## config.mk

```make
export PLATFORM = sky130hd
export DESIGN_NAME = executing_muldiv
export DESIGN_NICKNAME = d
export VERILOG_FILES = /design/src/rtl/executing_muldiv.sv
export SDC_FILE = /design/constraint.sdc
export NUM_CORES = 1
export LEC_CHECK = 0
export CELL_PAD_IN_SITES_DETAIL_PLACEMENT = 2
export CELL_PAD_IN_SITES_GLOBAL_PLACEMENT = 2
export CORE_MARGIN = 3
export CORE_UTILIZATION = 36
export DETAILED_ROUTE_END_ITERATION = 8
export PLACE_DENSITY_LB_ADDON = 0.1
export SLEW_MARGIN = 20
export SYNTH_ARGS = -nofsm -noshare
export SYNTH_HDL_FRONTEND = slang
export SYNTH_SLANG_ARGS = --single-unit
export TNS_END_PERCENT = 100
```

## constraint.sdc

```tcl
create_clock -name clk -period 8.8 [get_ports clk]
set_input_delay 1.32 -clock clk [delete_from_list [all_inputs] [get_ports clk]]
set_output_delay 1.32 -clock clk [all_outputs]
set_load 0.02 [all_outputs]
```

## src/rtl/executing_muldiv.sv

```systemverilog
// Iterative multiply/divide unit with architectural HI/LO for the MIPS execute stage.
// One bit per cycle: shift-add multiply, restoring divide, then a sign-fix cycle and a write-back cycle.
module executing_muldiv #(
   parameter int WIDTH = 32,
   parameter int CNT_W = $clog2(WIDTH + 1)
) (
   input  logic             clk,
   input  logic             reset,
   input  logic             startInput,
   input  logic [1:0]       opInput,
   input  logic [WIDTH-1:0] operandAInput,
   input  logic [WIDTH-1:0] operandBInput,
   input  logic             hiLoWriteInput,
   input  logic             hiLoSelInput,
   input  logic [WIDTH-1:0] hiLoWriteDataInput,
   input  logic             flushInput,
   output logic             busyOutput,
   output logic             doneOutput,
   output logic             divByZeroOutput,
   output logic [WIDTH-1:0] hiOutput,
   output logic [WIDTH-1:0] loOutput
);

   typedef enum logic [1:0] {IDLE, RUN, FIX, WB} state_t;

   state_t             state;
   logic [WIDTH-1:0]   hi_reg, lo_reg;
   logic [WIDTH-1:0]   p_hi, p_lo;   // {P_hi,P_lo} for multiply, {R,Q} for divide
   logic [WIDTH-1:0]   b_reg;        // multiplicand or divisor magnitude
   logic [CNT_W-1:0]   cnt;
   logic               op_div, neg_q, neg_r;
   logic               busy_r, done_r, dbz_r;

   // Operand decode for a request presented this cycle
   logic               is_signed, is_div, sign_a, sign_b, b_zero, accept;
   logic [WIDTH-1:0]   mag_a, mag_b;

   always_comb begin
      is_signed = ~opInput[0];
      is_div    = opInput[1];
      sign_a    = is_signed & operandAInput[WIDTH-1];
      sign_b    = is_signed & operandBInput[WIDTH-1];
      mag_a     = sign_a ? (~operandAInput + 1'b1) : operandAInput;
      mag_b     = sign_b ? (~operandBInput + 1'b1) : operandBInput;
      b_zero    = is_div && (operandBInput == '0);
      accept    = startInput && !flushInput && (state == IDLE || state == WB);
   end

   // Single-iteration datapath
   logic [WIDTH:0]     mul_sum;
   logic [WIDTH:0]     div_sh;
   logic [WIDTH:0]     div_trial;
   logic [2*WIDTH-1:0] prod_neg;

   always_comb begin
      mul_sum   = {1'b0, p_hi} + (p_lo[0] ? {1'b0, b_reg} : {(WIDTH+1){1'b0}});
      div_sh    = {p_hi, p_lo[WIDTH-1]};
      div_trial = div_sh - {1'b0, b_reg};
      prod_neg  = ~{p_hi, p_lo} + 1'b1;
   end

   always_ff @(posedge clk or posedge reset) begin
      if (reset) begin
         state  <= IDLE;
         hi_reg <= '0;
         lo_reg <= '0;
         p_hi   <= '0;
         p_lo   <= '0;
         b_reg  <= '0;
         cnt    <= '0;
         op_div <= 1'b0;
         neg_q  <= 1'b0;
         neg_r  <= 1'b0;
         busy_r <= 1'b0;
         done_r <= 1'b0;
         dbz_r  <= 1'b0;
      end else begin
         done_r <= 1'b0;
         dbz_r  <= 1'b0;
         case (state)
            IDLE: begin
               if (hiLoWriteInput) begin
                  if (hiLoSelInput) hi_reg <= hiLoWriteDataInput;
                  else              lo_reg <= hiLoWriteDataInput;
               end
            end
            RUN: begin
               if (flushInput) begin
                  state  <= IDLE;
                  busy_r <= 1'b0;
               end else begin
                  if (op_div) begin
                     // Restoring step: keep the trial difference only when it did not borrow
                     p_hi <= div_trial[WIDTH] ? div_sh[WIDTH-1:0] : div_trial[WIDTH-1:0];
                     p_lo <= {p_lo[WIDTH-2:0], ~div_trial[WIDTH]};
                  end else begin
                     p_hi <= mul_sum[WIDTH:1];
                     p_lo <= {mul_sum[0], p_lo[WIDTH-1:1]};
                  end
                  cnt <= cnt - CNT_W'(1);
                  if (cnt == CNT_W'(1)) state <= FIX;
               end
            end
            FIX: begin
               if (flushInput) begin
                  state  <= IDLE;
                  busy_r <= 1'b0;
               end else begin
                  if (!op_div && neg_q) {p_hi, p_lo} <= prod_neg;
                  if (op_div && neg_q)  p_lo <= ~p_lo + 1'b1;
                  if (op_div && neg_r)  p_hi <= ~p_hi + 1'b1;
                  state  <= WB;
                  busy_r <= 1'b0;
                  done_r <= 1'b1;
               end
            end
            WB: begin
               hi_reg <= p_hi;
               lo_reg <= p_lo;
               state  <= IDLE;
            end
            default: state <= IDLE;
         endcase

         // Launch overrides the per-state next-state above; WB commits at the same edge.
         if (accept) begin
            op_div <= is_div;
            neg_q  <= sign_a ^ sign_b;
            neg_r  <= sign_a;
            cnt    <= CNT_W'(WIDTH);
            p_hi   <= '0;
            if (is_div) begin
               p_lo  <= mag_a;
               b_reg <= mag_b;
            end else begin
               p_lo  <= mag_b;
               b_reg <= mag_a;
            end
            if (b_zero) begin
               // Divide by zero skips the iterations: LO all ones, HI the raw dividend
               p_hi   <= operandAInput;
               p_lo   <= '1;
               state  <= WB;
               busy_r <= 1'b0;
               done_r <= 1'b1;
               dbz_r  <= 1'b1;
            end else begin
               state  <= RUN;
               busy_r <= 1'b1;
            end
         end
      end
   end

   assign busyOutput      = busy_r;
   assign doneOutput      = done_r;
   assign divByZeroOutput = dbz_r;
   assign hiOutput        = hi_reg;
   assign loOutput        = lo_reg;

endmodule
```

[Word-level counts from Yosys, hierarchy flattened]
Index checks and enable logic that the tools add are counted.
Cells by class
  add/sub/neg operators: 8
  equal/unequal tests: 14
  muxes and demuxes: 47
  bitwise logic cells: 10
  reductions and logical operators: 22
Operator list (count)
  32-bit 2-to-1 mux: 24
  32-bit one-hot mux with 2 select lines: 4
  32-bit by 1-bit adder with 32-bit output (second input constant): 4
  32-bit inverter: 4
  64-bit by 1-bit adder with 64-bit output (second input constant): 1
  64-bit inverter: 1
  32-bit by 32-bit adder with 33-bit output: 1
  33-bit by 32-bit subtractor with 33-bit output: 1
  32-bit logical NOT: 1
  6-bit 2-to-1 mux: 3
  4-bit != test (second input constant): 3
  2-bit 2-to-1 mux: 5
  1-bit 2-to-1 mux: 9
  3-bit != test (second input constant): 3
  4-bit AND reduction: 2
  6-bit by 1-bit == test with 1-bit output (second input constant): 1
  1-bit logical AND: 6
  2-bit != test (second input constant): 3
  2-bit one-hot mux with 3 select lines: 1
  2-bit AND reduction: 3
  3-bit AND reduction: 2
  6-bit by 1-bit subtractor with 6-bit output (second input constant): 1
  2-bit == test (second input constant): 2
  2-bit nonzero test: 2
  other kinds (11): 14
Word-level totals
  bits in registers: 174
  input port bits: 104
  output and inout bits: 67
  logic and storage cells: 114

[Longest topological paths before layout]
  depth in word-level cells: 7
  mapped depth: 14

[Worst setup path before layout]
OpenSTA, ideal clock, no wires.
  path kind: input -> register
  start: in operandBInput[1]
  end: reg p_hi[14]
  setup time: 94 ps
  arrival time: 3764 ps
  slack: 4942 ps
  stages on the path: 12
  path through: inv_1 ha_1 or3b_2 nor3_1 and4b_1 nand2_1 nor2_1 clkbuf_1 nand2_1 o221ai_1 nor2_1 a211oi_1
On the way
  word-level cells in the longest chain between the ends: 4
Ends and longest elaborated chain
  from (decl): line 12  | input logic [WIDTH-1:0] operandBInput,
  32-bit logical NOT: line 45  | b_zero = is_div && (operandBInput == '0);
  1-bit logical AND: line 45
  32-bit 2-to-1 mux: line 139  | if (b_zero) begin
  32-bit 2-to-1 mux: line 126  | if (accept) begin
  to (signal assigned): line 94  | p_hi <= div_trial[WIDTH] ? div_sh[WIDTH-1:0] : div_trial[WIDTH-1:0];
  to (signal assigned): line 111  | if (op_div && neg_r) p_hi <= ~p_hi + 1'b1;
  to (signal assigned): line 141  | p_hi <= operandAInput;
  to (decl): line 28  | logic [WIDTH-1:0] p_hi, p_lo;
No other way between the ends.
A chain may end at the register's enable or synchronous reset.

[Worst setup path after layout]
  start: in operandBInput[0]
  end: reg p_lo[30]
On the way
  word-level cells in the longest chain between the ends: 6
Ends and longest elaborated chain
  32-bit inverter: line 44  | mag_b = sign_b ? (~operandBInput + 1'b1) : operandBInput;
  32-bit by 1-bit adder with 32-bit output: line 44
  32-bit 2-to-1 mux: line 44
  32-bit 2-to-1 mux: line 132  | if (is_div) begin
  32-bit 2-to-1 mux (*): line 139
  32-bit 2-to-1 mux (*): line 126
  to (signal assigned): line 110  | if (op_div && neg_q) p_lo <= ~p_lo + 1'b1;
  to (signal assigned): line 133  | p_lo <= mag_a;
  to (signal assigned): line 136  | p_lo <= mag_b;
  to (decl): line 28
Every way passes the cells marked *; elsewhere a longest branch is shown, timed or not.

==> metrics.txt <==
status finished clean; Die Height 216 um; largest net degree at the start of global routing 101; Pre-Repair DR Iteration Count 5; initial core utilization between 30% and 40%; synth warn 0; CP endpoint kind flip-flop; CP Max Fanout 23; final total negative setup slack 0 ps; Mapped Area approximately 0.016 mm^2; WS Path Type in2reg; Post-route DRC 0; Setup violations, final 0; DRT Wirelength 79100 um; Synth async-reset ratio 100%; Synth Net Count 2334; number of H-tree levels 4; Design Power 8.13 mW; Lkg Pwr 7.49 nW; Worst-Skew Late Latency 470 ps; RSZ-0062 raised after global routing no; GPL Wtd Cong ~0.90; Max-slew headroom 25.9%; number of flops mapped to enable cells by yosys 0; share of layout cells above drive strength 1 4.45%; sequential cell area fraction in the yosys report between 20% and 30%; clock root buffer clkbuf_16; post-route ant nets 0; clk buf depth 2; main flop type after synthesis dfrtp_1; clock slew at reported path FFs roughly 80 ps; Final Max Tran Viols 0; actual slew at the worst max-slew pin 1110 ps; final worst clock skew 14.6 ps; met1 wire length 34500 um; post-cts sizing count 0; vias in the first global route 18700; Net count, final 2413; Finished Core Util approximately 43%; gr ovfl total 0; hold buffer count at cts 0; met2 wire len about 37000 um; TritonCTS clock tree built; cell row count 76; top cells by area, synth dfrtp_1, a21oi_1, nor2_1; Area growth syn-to-layout 17.4%; WL/cell 27.9 um; Vias/cell 6.29; Distinct cells, synth slightly above 80; CTS sink count 174; setup repair bufs after CTS 0; PwrDens 435 mW/mm^2; max cap viols 0; syn_area_per_cell 7.39 um^2; total CTS buffers 17; Min Hold Slack just under 500 ps; period utilization ~53%; layout filler cell count ~5100; Worst Setup Start Kind input pin; required time of the critical path 9170 ps; Hold Fails Final Rpt 0; vias 17800; DIE WIDTH 216 um; number of port buffers 170; Min-Delay Path Class reg2reg; Mapped Cells 2154; area of the core 0.0434 mm^2; largest area contributor in the netlist dfrtp_1; post-synth top area share 27.3%; top routing layer in use met5; Final HPWL DP between 60000 and 70000 um; met3 WL roughly 4400 um; Worst VDD drop ~170 uV; initial antenna violation count 3; #FFs+latches synth roughly 170; Achievable Freq 213 MHz; GRT Overall Usage 33.3%; Tmin final approximately 4700 ps; CP arrival 5070 ps; Initial DRC Count 1349; first-pass GRT wire length 119000 um; die area ~0.047 mm^2; I/O pin count between 150 and 200
-- layer usage --
metal  vias to the layer above  GRT usage, %
met5                         -             0
met4                         2          11.9
met3                       142          5.09
met2                       590          54.8
met1                      9167          44.5
li1                       7931             -
-- path summary, 6_finish.rpt --
path,from,end,slack (ps),cells after the start
min,b_reg[10],b_reg[10],490,2
max reg2reg,p_lo[0],p_hi[29],4240,12
max in group asynchronous,reset,op_div,6130,3
max,operandBInput[0],p_lo[30],4100,10
min in group asynchronous,reset,loOutput[23],1290,2
min reg2reg,b_reg[10],b_reg[10],490,2
-- where the power goes --
| group | internal [mW] | switching [mW] | leakage [nW] |
|---|---|---|---|
| combinational | 2.01 | 3.37 | 5.12 |
| clock | 0.439 | 0.404 | 0.299 |
| sequential | 1.18 | 0.724 | 2.07 |
| total | 3.63 | 4.50 | 7.49 |
-- through the flow --
stage | instance area [um^2] | std cells | setup slack [ps]
after global routing | 18700 | 2833 | 3870
after floorplan | 15900 | 2154 | 2760
after global placement | 18100 | 2798 | 3870
after CTS | 18700 | 2831 | 4130
final | 18700 | 2834 | 4100
after detailed placement | 18100 | 2799 | 3640
-- synthesized netlist by cell type, drive strengths merged (26+ instances only) --
| cell | number |
|---|---|
| nor3 | 48 |
| a21oi | 294 |
| dfrtp | 174 |
| mux2i | 42 |
| nor2b | 49 |
| clkbuf | 114 |
| o211ai | 26 |
| nor4 | 26 |
| nand2 | 204 |
| o21ai | 177 |
| ha | 74 |
| xnor2 | 67 |
| a21o | 30 |
| xor2 | 64 |
| nand3 | 45 |
| inv | 67 |
| nor2 | 273 |
| or3 | 26 |
-- cell usage in the layout (no fill, tap or decap), types with 24 or more instances in the layout --
cell type | synthesis | routed
mux2i_1 | 42 | 42
and3_1 | 24 | 24
o21ai_0 | 175 | 174
a21oi_1 | 294 | 294
nor2_1 | 273 | 272
nand3_1 | 45 | 45
xnor2_1 | 67 | 67
a21o_1 | 30 | 30
buf_4 | 1 | 28
clkdlybuf4s50_1 | 0 | 169
ha_1 | 74 | 72
o211ai_1 | 26 | 26
o31ai_1 | 24 | 24
nor4_1 | 25 | 25
inv_1 | 67 | 66
xor2_1 | 64 | 64
nand2_1 | 204 | 202
or3_1 | 24 | 24
nor2b_1 | 49 | 49
a31oi_1 | 24 | 24
dfrtp_1 | 174 | 173
nor3_1 | 48 | 46
-- layout make-up --
cell class | count | area (um^2) | area share [%]
antenna | 3 | 7.51 | 0.0402
tap | 585 | 732 | 3.91
multi-input combinational | 1772 | 10800 | 57.9
clock buffer | 19 | 443 | 2.37
sequential | 174 | 4360 | 23.3
inverter | 69 | 264 | 1.41
clock inverter | 13 | 166 | 0.890
timing repair buffer | 199 | 1910 | 10.2
-- logic make-up after synthesis --
kind of cell	Yosys count	synth area share, %
XOR/XNOR	131	7.20
AO/OA/AOI/OAI	735	28.0
AND/OR/NAND/NOR	778	23.0
buffers and inverters	208	5.07
adder cells (fa/ha/maj)	76	6.06
flip-flops	174	27.3
multiplexers	52	3.35
-- critical path: stages --
cell             delay, ps
clkdlybuf4s50_1        510
inv_1                  100
ha_1                   160
or3b_2                 460
nor3_1                 530
and4b_1                450
nand2_1                280
nand2_1                840
nor2_1                 130
o31ai_1                280
(Power assumes the default switching activity.)
